### src/rtl/game_link_rx.sv
// game_link_rx: decodes 5-byte checksummed frames (A5 CMD DHI DLO CHK) from
// the board-to-board UART into remote ENTER / TURN_DONE pulses and a remote
// HP value. Rejected frames and mid-frame byte gaps raise frame_err, and
// link_alive tracks whether valid frames are still arriving.
//
// Byte handshake: rx_valid is a one-cycle strobe per byte and rx_data is only
// looked at in that cycle. There is no backpressure, so every strobed byte is
// consumed in the cycle it arrives.
module game_link_rx #(
    parameter logic [9:0] HP_INIT      = 10'd100,
    parameter int         BYTE_TIMEOUT = 1_000_000,
    parameter int         LINK_TIMEOUT = 50_000_000
) (
    input  logic       clk,
    input  logic       rst,
    input  logic [7:0] rx_data,
    input  logic       rx_valid,
    output logic       enter_pressed_remote,
    output logic       turn_done_remote,
    output logic [9:0] hp_remote,
    output logic       hp_update,
    output logic       frame_err,
    output logic       link_alive,
    output logic [2:0] dbg_state
);

    localparam int BW = $clog2(BYTE_TIMEOUT + 1);
    localparam int LW = $clog2(LINK_TIMEOUT + 1);

    localparam logic [7:0] SYNC       = 8'hA5;
    localparam logic [7:0] CMD_ENTER  = 8'h01;
    localparam logic [7:0] CMD_TURN   = 8'h02;
    localparam logic [7:0] CMD_HP     = 8'h03;

    localparam logic [BW-1:0] GAP_MAX   = BW'(BYTE_TIMEOUT);
    localparam logic [LW-1:0] LINK_MAX  = LW'(LINK_TIMEOUT);
    localparam logic [LW-1:0] LINK_LAST = LW'(LINK_TIMEOUT - 1);

    typedef enum logic [2:0] {
        IDLE    = 3'd0,
        GET_CMD = 3'd1,
        GET_DHI = 3'd2,
        GET_DLO = 3'd3,
        GET_CHK = 3'd4
    } state_t;

    state_t          state;
    logic [7:0]      cmd_q;
    logic [7:0]      dhi_q;
    logic [7:0]      dlo_q;
    logic [BW-1:0]   gap_cnt;
    logic [LW-1:0]   link_cnt;

    logic            chk_ok;
    logic            is_enter;
    logic            is_turn;
    logic            is_hp;
    logic            frame_good;
    logic            chk_strobe;
    logic            byte_timeout;

    assign dbg_state = state;

    // Frame evaluation uses the latched header plus the CHK byte on the bus.
    always_comb begin
        chk_ok       = ((cmd_q ^ dhi_q ^ dlo_q) == rx_data);
        is_enter     = chk_ok && (cmd_q == CMD_ENTER);
        is_turn      = chk_ok && (cmd_q == CMD_TURN);
        is_hp        = chk_ok && (cmd_q == CMD_HP) && (dhi_q[7:2] == 6'd0);
        frame_good   = is_enter || is_turn || is_hp;
        chk_strobe   = rx_valid && (state == GET_CHK);
        // A byte arriving in the same cycle as the limit wins over the timeout.
        byte_timeout = (state != IDLE) && !rx_valid && (gap_cnt == GAP_MAX);
    end

    // Frame FSM with registered one-cycle result pulses.
    always_ff @(posedge clk) begin
        if (rst) begin
            state                <= IDLE;
            cmd_q                <= 8'd0;
            dhi_q                <= 8'd0;
            dlo_q                <= 8'd0;
            hp_remote            <= HP_INIT;
            enter_pressed_remote <= 1'b0;
            turn_done_remote     <= 1'b0;
            hp_update            <= 1'b0;
            frame_err            <= 1'b0;
        end else begin
            enter_pressed_remote <= 1'b0;
            turn_done_remote     <= 1'b0;
            hp_update            <= 1'b0;
            frame_err            <= 1'b0;
            if (byte_timeout) begin
                state     <= IDLE;
                frame_err <= 1'b1;
            end else if (rx_valid) begin
                case (state)
                    IDLE: begin
                        // Noise between frames is dropped without an error.
                        if (rx_data == SYNC) state <= GET_CMD;
                    end
                    GET_CMD: begin
                        cmd_q <= rx_data;
                        state <= GET_DHI;
                    end
                    GET_DHI: begin
                        dhi_q <= rx_data;
                        state <= GET_DLO;
                    end
                    GET_DLO: begin
                        dlo_q <= rx_data;
                        state <= GET_CHK;
                    end
                    GET_CHK: begin
                        state                <= IDLE;
                        enter_pressed_remote <= is_enter;
                        turn_done_remote     <= is_turn;
                        frame_err            <= !frame_good;
                        if (is_hp) begin
                            hp_remote <= {dhi_q[1:0], dlo_q};
                            hp_update <= 1'b1;
                        end
                    end
                    default: state <= IDLE;
                endcase
            end
        end
    end

    // Inter-byte gap counter, only running while a frame is in progress.
    always_ff @(posedge clk) begin
        if (rst || rx_valid || (state == IDLE)) begin
            gap_cnt <= '0;
        end else if (gap_cnt != GAP_MAX) begin
            gap_cnt <= gap_cnt + 1'b1;
        end
    end

    // Link activity timer: reloaded by each valid frame, saturating at the limit.
    always_ff @(posedge clk) begin
        if (rst) begin
            link_cnt   <= '0;
            link_alive <= 1'b0;
        end else if (chk_strobe && frame_good) begin
            link_cnt   <= '0;
            link_alive <= 1'b1;
        end else begin
            if (link_cnt != LINK_MAX) link_cnt <= link_cnt + 1'b1;
            if (link_cnt == LINK_LAST) link_alive <= 1'b0;
        end
    end

endmodule
### config.mk
export PLATFORM = sky130hd
export DESIGN_NAME = game_link_rx
export DESIGN_NICKNAME = d
export VERILOG_FILES = /design/src/rtl/game_link_rx.sv
export SDC_FILE = /design/constraint.sdc
export NUM_CORES = 1
export LEC_CHECK = 0
export CAP_MARGIN = 10
export CORE_MARGIN = 4
export CORE_UTILIZATION = 60
export DETAILED_ROUTE_END_ITERATION = 10
export PLACE_DENSITY = 0.81
export SYNTH_ARGS = -nofsm -noshare
export SYNTH_HDL_FRONTEND = slang
export SYNTH_SLANG_ARGS = --single-unit
### constraint.sdc
create_clock -name clk -period 4.79 [get_ports clk]
set_clock_uncertainty 0.05 [all_clocks]
set_input_delay 1.437 -clock clk [delete_from_list [all_inputs] [get_ports clk]]
set_output_delay 1.437 -clock clk [all_outputs]
set_load 0.02 [all_outputs]
### Word level (Yosys, flattened, before mapping)

Index checks and enable logic that the tools add are counted.

* flip-flop bits (word level): 88
* input port bits: 11
* output and inout bits: 18
* word-level logic and storage cells: 67

* $add $sub $neg: 2
* eq/ne operators: 14
* muxes and demuxes: 8
* bitwise operators: 5
* reductions and logical operators: 26

Operator list (count)
* $add A26 B1 Y26 const B: 1
* $eq A26 B26 Y1 const B: 1
* $ne A26 B26 Y1 const B: 1
* $add A20 B1 Y20 const B: 1
* $eq A20 B20 Y1 const B: 1
* $ne A20 B20 Y1 const B: 1
* $eq A8 B2 Y1 const B: 2
* $xor A8 B8 Y8: 2
* $pmux W3 S4: 1
* $reduce_and A3 Y1: 3
* $eq A8 B1 Y1 const B: 1
* $eq A8 B8 Y1: 1
* $eq A8 B8 Y1 const B: 1
* $logic_and A1 B1 Y1: 8
* $eq A3 B2 Y1 const B: 2
* $logic_not A6 Y1: 1
* $mux W1: 6
* $logic_or A1 B1 Y1: 4
* $reduce_and A4 Y1: 1
* $reduce_or A2 Y1: 2
* $reduce_or A4 Y1: 1
* $eq A3 B1 Y1 const B: 1
* $eq A3 B3 Y1 const B: 1
* $logic_not A3 Y1: 1
* other kinds (7): 10

### Depth between registers and ports, before layout

Gate-level depths: netlist of run 1.

* word-level depth: 10
* gate-level depth with buffers: 7
* gate-level depth less buffers: 6

### Worst setup path before layout of run 1

No wires, ideal clock.

* path type: input port to flip-flop
* start: input rx_data[7]
* end: register link_cnt[5]
* library setup time: 0.115 ns
* data arrival time: 2.701 ns
* data required time: 4.625 ns
* slack: 1.924 ns
* stages: 6
* buffers on the path: 1
* path through: xor2_1 > xnor2_1 > nand4_1 > o41ai_4 > buf_6 > nor2_1

* word-level cells in the longest chain between the ends: 6
* elaborated cells on any way between the ends: 9
* classes of those cells: eq/ne: 1; reduce/logical: 8

Ends and longest elaborated chain
* from (decl): RTL line 16 `input logic [7:0] rx_data,`
* $eq A8 B8 Y1 (*): RTL line 66 `chk_ok = ((cmd_q ^ dhi_q ^ dlo_q) == rx_data);`
* $logic_and A1 B1 Y1, on equally long branches: RTL line 67, 68, 69
* $logic_or A1 B1 Y1 / $logic_and A1 B1 Y1 (equally long branches): RTL line 70, 69
* $logic_or A1 B1 Y1 (*): RTL line 70 `frame_good = is_enter || is_turn || is_hp;`
* $logic_and A1 B1 Y1 (*): RTL line 144 `end else if (chk_strobe && frame_good) begin`
* $reduce_or A2 Y1 (no source line) (*)
* to (signal assigned): RTL line 148 `if (link_cnt != LINK_MAX) link_cnt <= link_cnt + 1'b1;`
* to (decl): RTL line 52 `logic [LW-1:0] link_cnt;`

Mark *: on every way between the ends. The rest lies on a longest branch, timed or not.
A chain may end at the register's enable or synchronous reset.

==> impl_metrics.tcl, run 1 <==
set metrics [dict create \
    outcome "completed" \
    cts.sinks 88 \
    grt_max_degree 35 \
    max-cap-violations 0 \
    avgRoutedWirePerCell_um 13.7 \
    worst_ep_required_time_ns 4.93 \
    setup_violations 0 \
    crit_path_start_kind "primary input" \
    diodes 0 \
    viasPerCell 5.57 \
    cts.htree.levels 3 \
    critPathCaptureType "flip-flop" \
    first_pass_iters 4 \
    drc 0 \
    drt-initial-drc-count 178 \
    cts.clk_slew.worst_paths_ns 0.08 \
    grt_pass1_vias 3193 \
    multi_input_area_um2 2150 \
    synth_cells 478 \
    hold_path_depth 2 \
    ir_drop_v 0.000228 \
    cts-hold-fix-buffers 0 \
    initial_utilization_pct 62.7 \
    layout_common_cells "dfxtp_1 (88), nand2_1 (83), nor2_1 (60), xor2_1 (35), a21oi_1 (31)" \
    dp.cells 569 \
    area_delta_synth_final_pct 11.1 \
    die_w_um 90.1 \
    cp.arrival_ns 3.64 \
    fin_nets 519 \
    synth_warnings 0 \
    grt_usage_pct 21.0 \
    num_vias 3245 \
    core_area_um2 6460 \
    rows 29 \
    synth_area_per_cell_um2 8.47 \
    drive_gt1_share_pct 5.93 \
    power.leakage_nw 1.46 \
    synth_ff_type "dfxtp_1" \
    hold_viol 0 \
    cts_max_path_buffers 2 \
    tns_ns 0 \
    ys_seq_elements 88 \
    p_per_area_nw_per_um2 264 \
    insertion_delay_ns 0.34 \
    ctsResizeCount 0 \
    grt-ovfl-total 0 \
    cts_setup_buffers 0 \
    finalWorstPathRequiredPeriod_ns 3.50 \
    worstPathMaxFanout 34 \
    r2r_cells 6 \
    ios 29 \
    antenna_found_initial 0 \
    critPathLaunch "rst" \
    place_ws_ns 0.942 \
    regArea_um2 1760 \
    setup_slack_ns 1.29 \
    crit_type "in2reg" \
    hpwl_um 5730 \
    synthArstFlopShare_pct 0 \
    rsz0062_at_grt "false" \
    r2r-start "cmd_q[0]" \
    clock.fmax_ghz 0.286 \
    hold_start "hp_remote[7]" \
    power.total_mw 1.19 \
    slew_violations 0 \
    cts_root_buf "clkbuf_8" \
    whs_ns 0.415 \
    final_common_cell "dfxtp_1" \
    instances_no_fill 583 \
    fill_cells 526 \
    maxSlewHeadroom_pct 53.8 \
    worstMarginPinSlew_ns 0.692 \
    numPortBuffers 28 \
    syn_area_um2 4050 \
    die_y_um 90.1 \
    cts_inserted_buffers 9 \
    min_path_type "reg2reg" \
    period_share_pct 73.0 \
    synthesis.nets 493 \
    wirelength_um 8010 \
    die_area_um2 8130 \
    postRouteAntennaNets 0 \
    synth_edf_count 0 \
    gp_congestion 0.864 \
    synth_seq_area_share_pct 43.5 \
    grt_pass1_wl_um 14300 \
    yosysUniqueCellTypes 44 \
    cts_tree "yes" \
]
==> layout make-up <==
type,instances,area share [%]
multi-input cells,362,47.7
flip-flops and latches,88,39.2
repair buffers,33,7.01
clock buffers,11,2.92
well taps,77,2.14
inverters,10,0.834
clock inverters,2,0.223
==> Yosys cell counts (all sizes together), types with 6 or more instances <==
cell type	instances	share of area [%]
a21oi	31	3.8
buf	6	1.4
clkbuf	11	1.0
dfxtp	88	44
inv	9	0.83
mux2i	12	3.0
nand2	83	7.7
nand2b	8	1.2
nand3	22	2.8
nand4	15	2.3
nor2	63	6.0
nor3	10	1.5
nor4	11	1.9
or3	6	0.93
xnor2	29	6.3
xor2	35	7.6
==> critical path: stages <==
cell and delay, ns:
clkdlybuf4s50_1 0.45, buf_4 0.33, clkinv_1 0.50, nand2_1 0.71, o32ai_1 0.19
==> path summary, 6_finish.rpt <==
path                  endpoint  slack (ns)
setup / recovery     frame_err        1.29
hold / removal    hp_remote[7]        0.42
setup reg to reg  link_cnt[17]        2.67
hold reg to reg   hp_remote[7]        0.42
==> kinds of logic after synthesis <==
kind of cell / count (synthesis) / synth area share, %
and+or+nand+nor: 241 / 28.7
AOI/OAI and AO/OA: 41 / 6.06
xor gates and xnor gates: 64 / 13.8
muxes: 12 / 2.97
DFF: 88 / 43.5
adders and majority gates: 4 / 1.24
buffers and inverters: 28 / 3.65
==> where the power goes <==
| group | total, mW | switching (mW) | internal, mW |
|---|---|---|---|
| combinational | 0.0467 | 0.0280 | 0.0187 |
| clock | 0.405 | 0.226 | 0.178 |
| sequential | 0.736 | 0.00300 | 0.733 |
==> registers in the layout, indices dropped and copies added, names as in the netlist <==
name,count
gap_cnt,20
hp_update,1
dlo_q,8
frame_err,1
dbg_state,3
link_cnt,26
cmd_q,8
turn_done_remote,1
hp_remote,10
enter_pressed_remote,1
link_alive,1
dhi_q,8
==> per-stage QoR <==
| stage | util [%] | instance area, µm² |
|---|---|---|
| detailed placement | 67.4 | 4350 |
| CTS | 69.6 | 4490 |
| global placement | 67.4 | 4350 |
| floorplan | - | 4050 |
| global route | 69.6 | 4500 |
| finish | 69.6 | 4500 |
==> routing by layer <==
layer  track usage, %  part of all wire [%]  routed length, µm  up-vias
met2             35.3                    48               3870       55
met1             26.4                    47               3730     1524
met5                0                     0                  0        -
met4             4.85                   1.4                111        0
met3             6.76                   3.7                294       11
li1                 -                     -                  -     1655
No activity file was read; power rests on OpenSTA's default activity.
==> inputs of run 2 (changes only) <==
--- a/config.mk
+++ b/config.mk
@@ -7,9 +7,9 @@
 export LEC_CHECK = 0
 export CAP_MARGIN = 10
 export CORE_MARGIN = 4
-export CORE_UTILIZATION = 60
+export CORE_UTILIZATION = 58
 export DETAILED_ROUTE_END_ITERATION = 10
-export PLACE_DENSITY = 0.81
+export PLACE_DENSITY = 0.79
 export SYNTH_ARGS = -nofsm -noshare
 export SYNTH_HDL_FRONTEND = slang
 export SYNTH_SLANG_ARGS = --single-unit
==> constraint.sdc (replaced) <==
create_clock -name clk -period 3.5 [get_ports clk]
set_clock_uncertainty 0.05 [all_clocks]
set_input_delay 1.05 -clock clk [delete_from_list [all_inputs] [get_ports clk]]
set_output_delay 1.05 -clock clk [all_outputs]
set_load 0.02 [all_outputs]
==> run 2 against run 1 <==
Compared with the run above:
- global-route usage fell by 0.24 points
- count of clock-buffer cells in the layout rose by 3
- setup slack got worse by 0.70 ns
- cell count rose by 4.1%
- clock power rose by 60%
- critical path depth rose by 2
- sequential power rose by 37%
- die area rose by 3.1%
- first-iteration DRC count fell by 24%
- utilization fell by 2.0 points
- worst hold slack got worse by 0.00097 ns
==> impl_metrics.tcl, run 2 (same netlist as run 1, synthesis figures left out) <==
set metrics [dict create \
    ctsResizeCount 0 \
    die_y_um 91.6 \
    regArea_um2 1760 \
    slew_violations 0 \
    fin_nets 521 \
    p_per_area_nw_per_um2 375 \
    worst_ep_required_time_ns 3.72 \
    die_area_um2 8380 \
    crit_path_end "hp_remote[2]" \
    rsz0062_at_grt "false" \
    grt_usage_pct 20.8 \
    fin_area_um2 4600 \
    critPathLaunch "rx_data[7]" \
    worstReg2RegEnd "hp_remote[2]" \
    worstMarginPinSlew_ns 0.682 \
    cp.arrival_ns 3.13 \
    top_register "link_cnt" \
    grt_max_degree 34 \
    first_pass_iters 4 \
    instances_no_fill 607 \
    final_common_cell "dfxtp_1" \
    cts_root_buf "clkbuf_8" \
    crit_path_start_kind "primary input" \
    grt_pass1_vias 3033 \
    diodes 0 \
    cts_max_path_buffers 2 \
    finalWorstPathRequiredPeriod_ns 2.91 \
    maxSlewHeadroom_pct 54.4 \
    drive_gt1_share_pct 6.85 \
    ir_drop_v 0.000226 \
    hpwl_um 5890 \
    r2r_cells 6 \
    grt-ovfl-total 0 \
    outcome "completed" \
    initial_utilization_pct 59.6 \
    layout_common_cells "dfxtp_1 (88), nand2_1 (83), nor2_1 (60), xor2_1 (35), a21oi_1 (31)" \
    crit_type "in2reg" \
    num_vias 3258 \
    antenna_found_initial 0 \
    setup_violations 0 \
    clock.fmax_ghz 0.343 \
    hold_viol 0 \
    fill_cells 566 \
    core_area_um2 6790 \
    r2r-start "dhi_q[3]" \
    rows 30 \
    worstPathMaxFanout 10 \
    tns_ns 0 \
    die_w_um 91.6 \
    place_area_um2 4410 \
    dp.cells 591 \
    ios 29 \
    cts.sinks 88 \
    cts.clk_slew.worst_paths_ns 0.07 \
    cts_inserted_buffers 9 \
    cts.htree.levels 3 \
    max-cap-violations 0 \
    insertion_delay_ns 0.35 \
    cts_setup_buffers 0 \
    numPortBuffers 28 \
    largest_reg_flops 26 \
    multi_input_area_um2 2150 \
    power.leakage_nw 1.49 \
    grt_pass1_wl_um 14200 \
    cts-hold-fix-buffers 0 \
    min_path_type "reg2reg" \
    r2r_setup_slack_ns 1.43 \
    avgRoutedWirePerCell_um 13.7 \
    power.total_mw 1.72 \
    drt-initial-drc-count 135 \
    place_ws_ns 0.275 \
    viasPerCell 5.37 \
    postRouteAntennaNets 0 \
    setup_slack_ns 0.588 \
    area_delta_synth_final_pct 13.5 \
    cts_tree "yes" \
    period_share_pct 83.2 \
    critPathCaptureType "flip-flop" \
    drc 0 \
    gp_congestion 0.818 \
    reg_top3 "link_cnt (26), gap_cnt (20), hp_remote (10)" \
    wirelength_um 8310 \
]
[run 2: power breakdown]
group | internal, mW | switching, mW | leakage (nW)
clock network | 0.316 | 0.330 | 0.0927
registers | 1.00 | 0.00359 | 0.709
logic | 0.0287 | 0.0393 | 0.692
total | 1.35 | 0.373 | 1.49
[run 2: cell type report]
class	instances	share of cell area (%)
clock buffer	14	3.76
tap	96	2.61
multi-input combinational	362	46.7
sequential	88	38.3
inverter	10	0.817
timing repair buffer	35	7.51
clock inverter	2	0.272
[run 2: worst max-delay path, cell delays in order]
cell             delay [ns]
clkdlybuf4s50_1        0.58
xor2_1                 0.22
xnor2_1                0.14
nand4_1                0.32
nor4_2                 0.33
buf_4                  0.27
mux2i_1                0.21
[run 2: metal layers]
| metal | global-route usage, % | up-vias | part of all wire (%) |
|---|---|---|---|
| li1 | - | 1661 | - |
| met1 | 26.6 | 1526 | 46 |
| met4 | 7.16 | 0 | 1.7 |
| met3 | 5.63 | 11 | 4.0 |
| met2 | 33.7 | 60 | 48 |
| met5 | 0 | - | 0 |
[run 2: per-stage QoR]
stage / utilization [%] / hold slack (ns)
after detailed placement: 64.9 / 0.412
after CTS: 67.6 / 0.421
after global placement: 64.9 / 0.396
after floorplan: - / 0.411
after global routing: 67.6 / 0.452
final: 67.6 / 0.414
[run 2: worst min-delay path by stage]
stage	from	end	slack, ns	depth (start not counted)
5_1_grt	hp_remote[0]	hp_remote[0]	0.45	2
3_5_place_dp	hp_remote[8]	hp_remote[8]	0.41	2
4_1_cts	hp_remote[0]	hp_remote[0]	0.42	2
3_3_place_gp	hp_remote[4]	hp_remote[4]	0.40	2
2_1_floorplan	cmd_q[2]	cmd_q[2]	0.41	2
6_report	hp_remote[4]	hp_remote[4]	0.41	2
==> inputs of run 3 (changes only) <==
--- a/config.mk
+++ b/config.mk
@@ -7,9 +7,9 @@
 export LEC_CHECK = 0
 export CAP_MARGIN = 10
 export CORE_MARGIN = 4
-export CORE_UTILIZATION = 58
+export CORE_UTILIZATION = 53
 export DETAILED_ROUTE_END_ITERATION = 10
-export PLACE_DENSITY = 0.79
+export PLACE_DENSITY = 0.76
 export SYNTH_ARGS = -nofsm -noshare
 export SYNTH_HDL_FRONTEND = slang
 export SYNTH_SLANG_ARGS = --single-unit
==> constraint.sdc (replaced) <==
create_clock -name clk -period 2.4 [get_ports clk]
set_clock_uncertainty 0.05 [all_clocks]
set_input_delay 0.72 -clock clk [delete_from_list [all_inputs] [get_ports clk]]
set_output_delay 0.72 -clock clk [all_outputs]
set_load 0.02 [all_outputs]
==> run 3 against run 2 <==
Compared with the run above:
- cell count rose by 3.3%
- count of clock-buffer cells in the layout decreased by 4
- register-to-register slack got worse by 1.2 ns
==> impl_metrics.tcl, run 3 (same netlist as run 1, synthesis figures left out) <==
set metrics [dict create \
    critical_path_buf_inv_count 3 \
    fin_area_um2 4760 \
    power.total_mw 2.49 \
    initial_utilization_pct 55.2 \
    cts_inserted_buffers 9 \
    instances_no_fill 627 \
    numPortBuffers 28 \
    crit_path_start_kind "primary input" \
    top_register "link_cnt" \
    cts.sinks 88 \
    max_stage_delay_ns 0.51 \
    p_per_area_nw_per_um2 523 \
    path_depth 8 \
    grt_max_degree 32 \
    insertion_delay_ns 0.36 \
    gp_congestion 0.808 \
    worst_ep_required_time_ns 2.60 \
    clock.fmax_ghz 0.425 \
    r2r_cells 6 \
    first_pass_iters 4 \
    tns_ns 0 \
    cts-hold-fix-buffers 0 \
    wirelength_um 8400 \
    cts_max_path_buffers 2 \
    cts_root_buf "clkbuf_8" \
    hold_viol 0 \
    cts.clk_slew.worst_paths_ns 0.08 \
    dp.cells 607 \
    diodes 0 \
    maxSlewHeadroom_pct 59.9 \
    drive_gt1_share_pct 10.6 \
    grt_pass1_vias 3167 \
    fin_nets 538 \
    antenna_found_initial 0 \
    die_area_um2 9100 \
    cts.htree.levels 3 \
    critical-path-top-delay-family "buffers and inverters" \
    place_area_um2 4510 \
    reg_top3 "link_cnt (26), gap_cnt (20), hp_remote (10)" \
    setup_violations 0 \
    max-cap-violations 0 \
    min_path_type "reg2reg" \
    critPathCaptureType "flip-flop" \
    worstPathCellList "clkdlybuf4s50_1 -> xnor2_1 -> xnor2_1 -> nand3_2 -> o41ai_4 -> buf_4 -> clkbuf_16 -> nor2_1" \
    layout_common_cells "dfxtp_1 (88), nand2_1 (83), nor2_1 (60), xor2_1 (35), a21oi_1 (31)" \
    die_y_um 95.4 \
    avgRoutedWirePerCell_um 13.4 \
    worstPathMaxFanout 13 \
    finalWorstPathRequiredPeriod_ns 2.35 \
    outcome "completed" \
    critPathSlowestCell "clkdlybuf4s50_1" \
    ir_drop_v 0.000367 \
    worstMarginPinSlew_ns 0.597 \
    rows 31 \
    viasPerCell 5.23 \
    largest_reg_flops 26 \
    slew_violations 0 \
    crit_type "in2reg" \
    cp.arrival_ns 2.55 \
    postRouteAntennaNets 0 \
    grt_pass1_wl_um 14300 \
    final_common_cell "dfxtp_1" \
    hold_path_depth 2 \
    power.leakage_nw 1.60 \
    grt_usage_pct 19.8 \
    ios 29 \
    period_share_pct 98.0 \
    drt-initial-drc-count 111 \
    cp_common_cell "xnor2_1" \
    hpwl_um 5890 \
    drc 0 \
    die_w_um 95.4 \
    area_delta_synth_final_pct 17.5 \
    cts_tree "yes" \
    grt-ovfl-total 0 \
    core_area_um2 7330 \
    num_vias 3282 \
]
==> run 3: timing repair <==
action / CTS / global route
hold endpoints to repair: 0 / 0
setup endpoints to repair: 0 / 37
buffers inserted: 0 / 2
gates resized for setup: 0 / 9
==> run 3: layer usage <==
metal	up-vias	routed length, µm	track usage, %	share of wire (%)
met3	9	308	5.60	3.7
met1	1532	3970	25.7	47
li1	1697	-	-	-
met4	0	105	6.16	1.2
met2	44	4020	32.0	48
met5	-	0	0	0
==> run 3: final cells by class <==
class	count	area, µm²
clock inverters	6	35.0
flip-flops and latches	88	1760
fillers	622	2570
repair buffers	52	497
clock buffers	10	138
well taps	99	124
multi-input cells	362	2170
inverters	10	37.5
==> run 3: worst min-delay path, cell delays in order (launching register included) <==
cell	delay, ns
dfxtp_1	0.32
nand2_1	0.06
mux2i_1	0.06
==> run 3: worst paths after layout <==
| path | start | endpoint | slack, ns |
|---|---|---|---|
| hold reg to reg | hp_remote[4] | hp_remote[4] | 0.43 |
| setup / recovery | rx_data[0] | link_cnt[13] | 0.05 |
| setup reg to reg | dhi_q[3] | hp_remote[3] | 0.27 |
| hold / removal | hp_remote[4] | hp_remote[4] | 0.43 |
==> run 3: power by group <==
part           internal (mW)  switching, mW
combinational         0.0561         0.0619
sequential              1.46        0.00581
clock                  0.396          0.504
==> run 3: through the flow <==
| stage | setup WS (ns) | utilization [%] | hold slack [ns] |
|---|---|---|---|
| global route | -0.0404 | 64.9 | 0.446 |
| finish | 0.0476 | 64.9 | 0.427 |
| floorplan | 0.251 | - | 0.411 |
| CTS | 0.0506 | 63.9 | 0.431 |
| detailed placement | -0.347 | 61.5 | 0.416 |
| global placement | -0.261 | 61.5 | 0.397 |
